$ cat config.mk
export PLATFORM = sky130hd
export DESIGN_NAME = ds_link_tx
export DESIGN_NICKNAME = d
export VERILOG_FILES = /design/src/rtl/ds_link_pkg.sv /design/src/rtl/ds_fifo.sv /design/src/rtl/ds_link_tx.sv
export SDC_FILE = /design/constraint.sdc
export NUM_CORES = 1
export LEC_CHECK = 0
export CORE_ASPECT_RATIO = 1.4
export CORE_MARGIN = 3
export CORE_UTILIZATION = 45
export DETAILED_ROUTE_END_ITERATION = 7
export GPL_TIMING_DRIVEN = 0
export MAX_ROUTING_LAYER = met4
export PLACE_DENSITY = 0.67
export SLEW_MARGIN = 20
export SYNTH_ARGS = -nofsm -noshare
export SYNTH_HDL_FRONTEND = slang
export SYNTH_SLANG_ARGS = --single-unit
$ cat constraint.sdc
create_clock -name clk -period 10.7 [get_ports clk]
set_clock_uncertainty 0.05 [all_clocks]
set_input_delay 2.14 -clock clk [delete_from_list [all_inputs] [get_ports clk]]
set_output_delay 2.14 -clock clk [all_outputs]
set_load 0.05 [all_outputs]
$ cat src/rtl/ds_link_pkg.sv
// Shared definitions for the IEEE1355 data-strobe link transmitter.
// Holds the FSM state encoding, the default NULL character and counter-width helpers.
package ds_link_pkg;

  typedef logic [1:0] ds_state_t;

  localparam ds_state_t StIdle  = 2'd0;
  localparam ds_state_t StLoad  = 2'd1;
  localparam ds_state_t StShift = 2'd2;

  localparam logic [9:0] DefaultNullCode = 10'b0111010000;

  // Width of a counter that must hold 0..n-1; never narrower than one bit.
  function automatic int unsigned cnt_width(input int unsigned n);
    return (n > 1) ? $clog2(n) : 1;
  endfunction

endpackage

$ cat src/rtl/ds_fifo.sv
// Synchronous first-word-fall-through FIFO with occupancy output.
// Writes are dropped when full and reads are ignored when empty.
module ds_fifo #(
  parameter int unsigned Width = 10,
  parameter int unsigned Depth = 8
) (
  input  logic                     clk,
  input  logic                     rst_n,
  input  logic                     wr_en,
  input  logic [Width-1:0]         wr_data,
  output logic                     full,
  input  logic                     rd_en,
  output logic [Width-1:0]         rd_data,
  output logic                     empty,
  output logic [$clog2(Depth):0]   level
);

  localparam int unsigned AW = $clog2(Depth);
  localparam int unsigned LW = AW + 1;

  logic [Width-1:0] mem [Depth];
  logic [AW:0]      wr_ptr_q, rd_ptr_q;
  logic             wr_fire, rd_fire;

  // Pointers carry one extra wrap bit so full and empty are distinguishable.
  assign level   = wr_ptr_q - rd_ptr_q;
  assign full    = (level == LW'(Depth));
  assign empty   = (level == '0);
  assign rd_data = mem[rd_ptr_q[AW-1:0]];
  assign wr_fire = wr_en & ~full;
  assign rd_fire = rd_en & ~empty;

  always_ff @(posedge clk or negedge rst_n) begin
    if (!rst_n) begin
      wr_ptr_q <= '0;
      rd_ptr_q <= '0;
    end else begin
      if (wr_fire) wr_ptr_q <= wr_ptr_q + 1'b1;
      if (rd_fire) rd_ptr_q <= rd_ptr_q + 1'b1;
    end
  end

  always_ff @(posedge clk) begin
    if (wr_fire) mem[wr_ptr_q[AW-1:0]] <= wr_data;
  end

endmodule

$ cat src/rtl/ds_link_tx.sv
// IEEE1355 data-strobe transmitter: buffers characters in a FIFO and serialises them
// onto D/S at G_CLK_DIV clocks per bit, optionally filling idle time with NULL characters.
module ds_link_tx
  import ds_link_pkg::*;
#(
  parameter int unsigned            G_CHAR_BITS  = 10,
  parameter int unsigned            G_CLK_DIV    = 4,
  parameter int unsigned            G_FIFO_DEPTH = 8,
  parameter int unsigned            G_LSB_FIRST  = 1,
  parameter int unsigned            G_IDLE_MODE  = 0,
  parameter logic [G_CHAR_BITS-1:0] G_NULL_CODE  = G_CHAR_BITS'(DefaultNullCode)
) (
  input  logic                          clk,
  input  logic                          rst_n,
  input  logic [G_CHAR_BITS-1:0]        tx_data,
  input  logic                          tx_valid,
  output logic                          tx_ready,
  input  logic                          enable,
  output logic                          D,
  output logic                          S,
  output logic                          busy,
  output logic [$clog2(G_FIFO_DEPTH):0] fill_level,
  output logic [15:0]                   sent_count
);

  localparam int unsigned TW = cnt_width(G_CLK_DIV);
  localparam int unsigned BW = cnt_width(G_CHAR_BITS);

  ds_state_t              state_q, state_d;
  logic [TW-1:0]          timer_q, timer_d;
  logic [BW-1:0]          bit_cnt_q, bit_cnt_d;
  logic [G_CHAR_BITS-1:0] shift_q, shift_d;
  logic                   is_data_q, is_data_d;
  logic                   d_q, d_d;
  logic                   s_q, s_d;
  logic                   done_q, done_d;
  logic [15:0]            sent_count_q;

  logic                   fifo_rd, fifo_full, fifo_empty;
  logic [G_CHAR_BITS-1:0] fifo_rd_data;
  logic                   char_avail, start, advance, next_bit;

  ds_fifo #(
    .Width (G_CHAR_BITS),
    .Depth (G_FIFO_DEPTH)
  ) u_fifo (
    .clk     (clk),
    .rst_n   (rst_n),
    .wr_en   (tx_valid & tx_ready),
    .wr_data (tx_data),
    .full    (fifo_full),
    .rd_en   (fifo_rd),
    .rd_data (fifo_rd_data),
    .empty   (fifo_empty),
    .level   (fill_level)
  );

  // Bit that goes on the line first for a freshly loaded or just-shifted register.
  function automatic logic lead_bit(input logic [G_CHAR_BITS-1:0] c);
    return (G_LSB_FIRST != 0) ? c[0] : c[G_CHAR_BITS-1];
  endfunction

  assign char_avail = ~fifo_empty | (G_IDLE_MODE != 0);

  always_comb begin
    state_d   = state_q;
    timer_d   = timer_q;
    bit_cnt_d = bit_cnt_q;
    shift_d   = shift_q;
    is_data_d = is_data_q;
    d_d       = d_q;
    s_d       = s_q;
    done_d    = 1'b0;
    fifo_rd   = 1'b0;
    start     = 1'b0;
    advance   = 1'b0;
    next_bit  = d_q;

    case (state_q)
      StIdle: begin
        if (enable && char_avail) state_d = StLoad;
      end
      StLoad: begin
        start = 1'b1;
      end
      StShift: begin
        if (timer_q == TW'(G_CLK_DIV - 1)) begin
          timer_d = '0;
          if (bit_cnt_q == BW'(G_CHAR_BITS - 1)) begin
            done_d = is_data_q;
            // Reload on the same edge so consecutive characters have no gap.
            if (enable && char_avail) start = 1'b1;
            else                      state_d = StIdle;
          end else begin
            advance = 1'b1;
          end
        end else begin
          timer_d = timer_q + 1'b1;
        end
      end
      default: state_d = StIdle;
    endcase

    if (advance) begin
      shift_d   = (G_LSB_FIRST != 0) ? (shift_q >> 1) : (shift_q << 1);
      bit_cnt_d = bit_cnt_q + 1'b1;
      next_bit  = lead_bit(shift_d);
    end

    if (start) begin
      fifo_rd   = ~fifo_empty;
      shift_d   = fifo_empty ? G_NULL_CODE : fifo_rd_data;
      is_data_d = ~fifo_empty;
      bit_cnt_d = '0;
      timer_d   = '0;
      state_d   = StShift;
      next_bit  = lead_bit(shift_d);
    end

    // Strobe toggles only when data repeats, so exactly one line changes per bit.
    if (advance || start) begin
      d_d = next_bit;
      s_d = (next_bit == d_q) ? ~s_q : s_q;
    end
  end

  always_ff @(posedge clk or negedge rst_n) begin
    if (!rst_n) begin
      state_q      <= StIdle;
      timer_q      <= '0;
      bit_cnt_q    <= '0;
      shift_q      <= '0;
      is_data_q    <= 1'b0;
      d_q          <= 1'b0;
      s_q          <= 1'b0;
      done_q       <= 1'b0;
      sent_count_q <= '0;
    end else begin
      state_q      <= state_d;
      timer_q      <= timer_d;
      bit_cnt_q    <= bit_cnt_d;
      shift_q      <= shift_d;
      is_data_q    <= is_data_d;
      d_q          <= d_d;
      s_q          <= s_d;
      done_q       <= done_d;
      sent_count_q <= sent_count_q + {15'd0, done_q};
    end
  end

  assign tx_ready   = ~fifo_full;
  assign D          = d_q;
  assign S          = s_q;
  assign busy       = (state_q != StIdle);
  assign sent_count = sent_count_q;

endmodule

=== Word-level counts from Yosys, hierarchy flattened ===
Memories as Yosys holds them, arrays and structs flattened.
Cells that the tools add are included.
W data, S select, Z words.

* $add $sub $neg: 6
* Equality and inequality tests: 11
* Mux-type cells: 29
* Bitwise logic cells: 6
* Reduce and logical (&&, ||, !) cells: 9

{| class="wikitable"
|+ Operators by type and width
! cell !! count
|-
| $mux W10 || 3
|-
| $add A16 B1 Y16 || 1
|-
| $mux W2 || 8
|-
| $mux W1 || 14
|-
| $add A4 B1 Y4 const B || 3
|-
| $ne A3 B3 Y1 const B || 4
|-
| $eq A4 B4 Y1 const B || 2
|-
| $mux W4 || 2
|-
| $pmux W2 S3 || 1
|-
| $reduce_bool A2 Y1 || 3
|-
| $reduce_and A5 Y1 || 1
|-
| $eq A2 B2 Y1 const B || 2
|-
| $logic_not A4 Y1 || 1
|-
| $sub A4 B4 Y4 || 1
|-
| $and A1 B1 Y1 || 3
|-
| $not A1 Y1 || 3
|-
| $add A2 B1 Y2 const B || 1
|-
| $eq A2 B1 Y1 const B || 1
|-
| $logic_not A2 Y1 || 1
|-
| $ne A2 B2 Y1 const B || 1
|-
| $pmux W1 S2 || 1
|-
| $reduce_and A2 Y1 || 1
|-
| $eq A1 B1 Y1 || 1
|-
| $logic_and A1 B1 Y1 || 1
|-
| $logic_or A1 B1 Y1 || 1
|}

* Register bits after elaboration: 46
* Memory bits (writable): 80
* Input port bits: 14
* Output and inout bits: 24
* Word-level logic and storage cells: 73
* Memories: 1

{| class="wikitable"
|+ Memory list
! memory !! words !! width !! rd ports !! clocked after Yosys merged registers in !! write ports !! RTL line !! text
|-
| u_fifo.mem || 8 || 10 || 1 || 0 || 1 || ds_fifo.sv:21 || <nowiki>logic [Width-1:0] mem [Depth];</nowiki>
|}

=== Logic depth before layout (Yosys ltp) ===
* Depth in word-level cells: 11
* Gate-level depth with buffers: 11
* Mapped depth without buffers: 9

=== By module ===
Synthesis repeated with hierarchy kept, for this count alone.

* Cells, all modules: 378
* Area, all modules: 5500.3 um2

{| class="wikitable"
|+ Modules (own cells, without submodules)
! module !! instances !! cells an instance !! area an instance (um2) !! sequential area each (um2)
|-
| ds_fifo || 1 || 201 || 3595.9 || 2602.5
|-
| ds_link_tx || 1 || 177 || 1904.3 || 925.9
|}

=== Least setup slack after synthesis ===
OpenSTA, ideal clock, no wires.

* Path type: register to output
* Start point: register u_fifo.rd_ptr_q[1]
* End point: output tx_ready
* Arrival time: 2.874 ns
* Data required time: 8.510 ns
* Path slack: 5.636 ns
* Stages on the path, launching flop included: 8
* Path buffers: 2
* Cells stage by stage: dfrtp_1 -> clkbuf_2 -> buf_1 -> inv_1 -> fa_1 -> xor2_1 -> nor3_1 -> nand2_1

* Longest elaborated chain between the ends: 3

{| class="wikitable"
|+ Ends and longest elaborated chain
! what !! RTL line !! text
|-
| start, declared || ds_fifo.sv:22 || <nowiki>logic [AW:0] wr_ptr_q, rd_ptr_q;</nowiki>
|-
| start signal, assigned || ds_fifo.sv:39 || <nowiki>if (rd_fire) rd_ptr_q <= rd_ptr_q + 1'b1;</nowiki>
|-
| $sub A4 B4 Y4 || ds_fifo.sv:26 || <nowiki>assign level = wr_ptr_q - rd_ptr_q;</nowiki>
|-
| net fill_level[2] || ds_link_tx.sv:22 || <nowiki>output logic [$clog2(G_FIFO_DEPTH):0] fill_level,</nowiki>
|-
| $eq A4 B4 Y1 || ds_fifo.sv:27 || <nowiki>assign full = (level == LW'(Depth));</nowiki>
|-
| $not A1 Y1 || ds_link_tx.sv:151 || <nowiki>assign tx_ready = ~fifo_full;</nowiki>
|-
| end, declared || ds_link_tx.sv:17 || <nowiki>output logic tx_ready,</nowiki>
|}

The timed path passes the listed nets, and every way through them passes these cells.

=== Worst setup path in the final report ===
* Start point: register u_fifo.rd_ptr_q[2]
* End point: output tx_ready

* Longest elaborated chain between the ends: 3

{| class="wikitable"
|+ Ends and longest elaborated chain
! what !! RTL line
|-
| $sub A4 B4 Y4 || ds_fifo.sv:26
|-
| $eq A4 B4 Y1 || ds_fifo.sv:27
|-
| $not A1 Y1 || ds_link_tx.sv:151
|}

No other way between the ends.

==> metrics.txt <==
Worst-Skew Late Latency=0.41 ns; Mapped Cells=349; number of flops mapped to enable cells by yosys=80; Syn Nets=377; Synth top area share=0.447; kind of critical path=register to primary output; CTS clock-pin slew for the worst setup and hold paths=0.06 ns; Setup Buffers After CTS=0; r2r setup slk=6.84 ns; Congestion Overflow GR=0; end of the critical path=tx_ready; setup TNS=0 ns; Met2 Wirelength=5540 um; mean post-synth cell area=15.4 um2; root buf cell=clkbuf_16; Crit path required time=8.51 ns; Psw=0.709 mW; I/O pin total=38; post-route insts no fill=573; Synth area leader=edfxtp_1; Pleak=2.54 nW; FILL cells=887; die area=0.0133 mm2; Buf+Inv Stages, Crit Path=3; TritonCTS clock tree=built; count leader, synth=edfxtp_1; register bit count reported by yosys=125; final setup fails=0; final worst path period share=0.557; HPWL Detailed=7070 um; setup ws final=4.74 ns; Reg-to-Reg Start=u_fifo.rd_ptr_q[2]; reg2reg path depth=9; core area=0.0115 mm2; worst-path cell chain=inv_1, clkbuf_1, ha_1, and3b_1, o21ai_1, nand2_1, nand2_1, clkdlybuf4s50_1; share of layout cells above drive strength 1=0.205; critical path startpoint category=register; most frequent CP cell=nand2_1; placed cell count=542; Top Layer Used=met4; Switching Share=0.356; PD cells=300 mW/mm2; first-pass GRT wire length=17,100 um; Levels on crit path=8; Crit. End Element=primary output; largest net degree at the start of global routing=29; Initial Utilization=0.467; row count=46; Crit-path slowest cell=clkdlybuf4s50_1; fin crit period=5.96 ns; Clk pwr share=0.289; Pint=1.28 mW; ANT nets after route=0; DR vias/cell=5.50; Slew Viols, Final=0; final net count=445; post-cts sizing count=0; critical path peak fanout=10; wl on met1=4400 um; Max-slew headroom=0.478; synthesized cell area=0.00537 mm2; Peak VDD IR=0.173 mV; CTS Hold Bufs=0; Yosys warnings=0; final wirelength=10,400 um; Layout area overhead=23.7%; Worst Tran Pin Value=0.782 ns; Hold Vio Cnt, Final=0; die height=135 um; sequential power share=0.342; CP peak stage delay=0.80 ns; H-tree Lvls=4; worst setup path start=u_fifo.rd_ptr_q[2]; # diodes=0; Die Width=98.4 um; input/output buffers=37; RSZ-0062 raised after global routing=false; Via Count=3,150; Data arrival, critical path=3.77 ns; sequential area share after synthesis=0.657; Primary FF master, synth=edfxtp_1; routed len/inst=18.2 um; DR pass1 iterations=6; synth unique cells=51; Max Freq=168 MHz; RePlAce Congestion=0.766; end of the worst register-to-register path=u_fifo.mem[4][1]; initial drt markers=132; vias in the first global route=3,245; dpl ws=5.14 ns; gr usage total=0.174; Hold WS=0.418 ns; Max Cap Viol=0; top cells by area, synth=edfxtp_1, dfrtp_1, mux4_2; DRC Markers=0; met3 WL=358 um; combinational share of power=0.369; Clock Path Buffers=2; clk sinks=125; initial antenna violation count=0; min-delay worst type=register to register; commonest cells in the netlist=edfxtp_1, dfrtp_1, mux4_2, nor2_1, inv_1; cts bufs inserted=17; share of flip-flops with an asynchronous set or reset=0.360; Crit path max-delay family=buffers and inverters; outcome=finished clean
==> sequential cells by signal, summed over array words and instances, names as in the netlist <==
name             cells
S                    1
u_fifo.wr_ptr_q      4
u_fifo.mem          80
timer_q              2
D                    1
u_fifo.rd_ptr_q      4
shift_q              9
state_q              2
is_data_q            1
bit_cnt_q            4
sent_count          16
done_q               1
==> through the flow <==
stage,power (mW),util,area (um2)
6_report,1.99,0.578,6650
3_3_place_gp,1.39,0.515,5920
5_1_grt,2.10,0.578,6650
4_1_cts,2.01,0.578,6650
2_1_floorplan,1.21,-,5370
3_5_place_dp,1.43,0.526,6050
==> worst min path at each step <==
| stage | from | to | cells after the start |
|---|---|---|---|
| 2_1_floorplan | done_q | sent_count[0] | 1 |
| 3_3_place_gp | done_q | sent_count[0] | 1 |
| 3_5_place_dp | done_q | sent_count[0] | 1 |
| 4_1_cts | done_q | sent_count[0] | 1 |
| 5_1_grt | done_q | sent_count[0] | 1 |
| 6_report | done_q | sent_count[0] | 1 |
==> layout by cell type, fill, tap and decap left out, types with 2 or more instances in the layout <==
cell type / instances
mux4_2: 20
clkbuf_1: 3
clkinv_1: 3
o2bb2ai_1: 5
nand2_1: 15
clkinvlp_4: 3
xor2_1: 10
mux2i_1: 7
mux2_2: 2
buf_4: 5
dfrtp_1: 45
buf_1: 2
a21oi_1: 9
buf_2: 12
nand4_1: 3
a211oi_1: 6
o21a_1: 4
ha_1: 13
clkdlybuf4s50_1: 36
nor2_1: 20
and3_1: 3
and4_1: 3
inv_1: 18
xnor2_1: 17
clkinv_4: 2
o21ai_0: 3
clkbuf_16: 17
inv_6: 3
edfxtp_1: 80
nor4_2: 6
nand3_1: 8
nor3_1: 4
nor3_2: 2
bufinv_16: 3
o22ai_1: 4
a31o_2: 4
and2_1: 4
==> per-layer routing <==
metal	GRT usage	vias up
li1	-	1479
met1	0.196	1584
met2	0.305	73
met3	0.0443	14
met4	0.0501	0
met5	-	-
==> power by group through the flow <==
stage	clock, mW	combinational, mW	sequential, mW
global route	0.609	0.800	0.692
detailed placement	0	0.740	0.690
CTS	0.587	0.744	0.681
finish	0.577	0.734	0.681
global placement	0	0.703	0.684
floorplan	0	0.522	0.686
==> logic make-up after synthesis <==
group	after synthesis	share of synthesized area
mux	29	0.101
xor+xnor	27	0.0440
buf+inv	29	0.0217
compound gates	45	0.0622
simple gates	80	0.0806
flops	125	0.657
fa+ha+maj	14	0.0340
==> final cells by class <==
type                       instances  area (um2)  share of cell area
buffer                            11        48.8             0.00734
sequential                       125        3530               0.531
clock inverter                    14         168              0.0252
inverter                          18        67.6              0.0102
timing repair buffer              49         453              0.0681
multi-input combinational        195        1780               0.267
clock buffer                      17         425              0.0640
tap                              144         180              0.0271
Power figures use the tool's default switching activity.
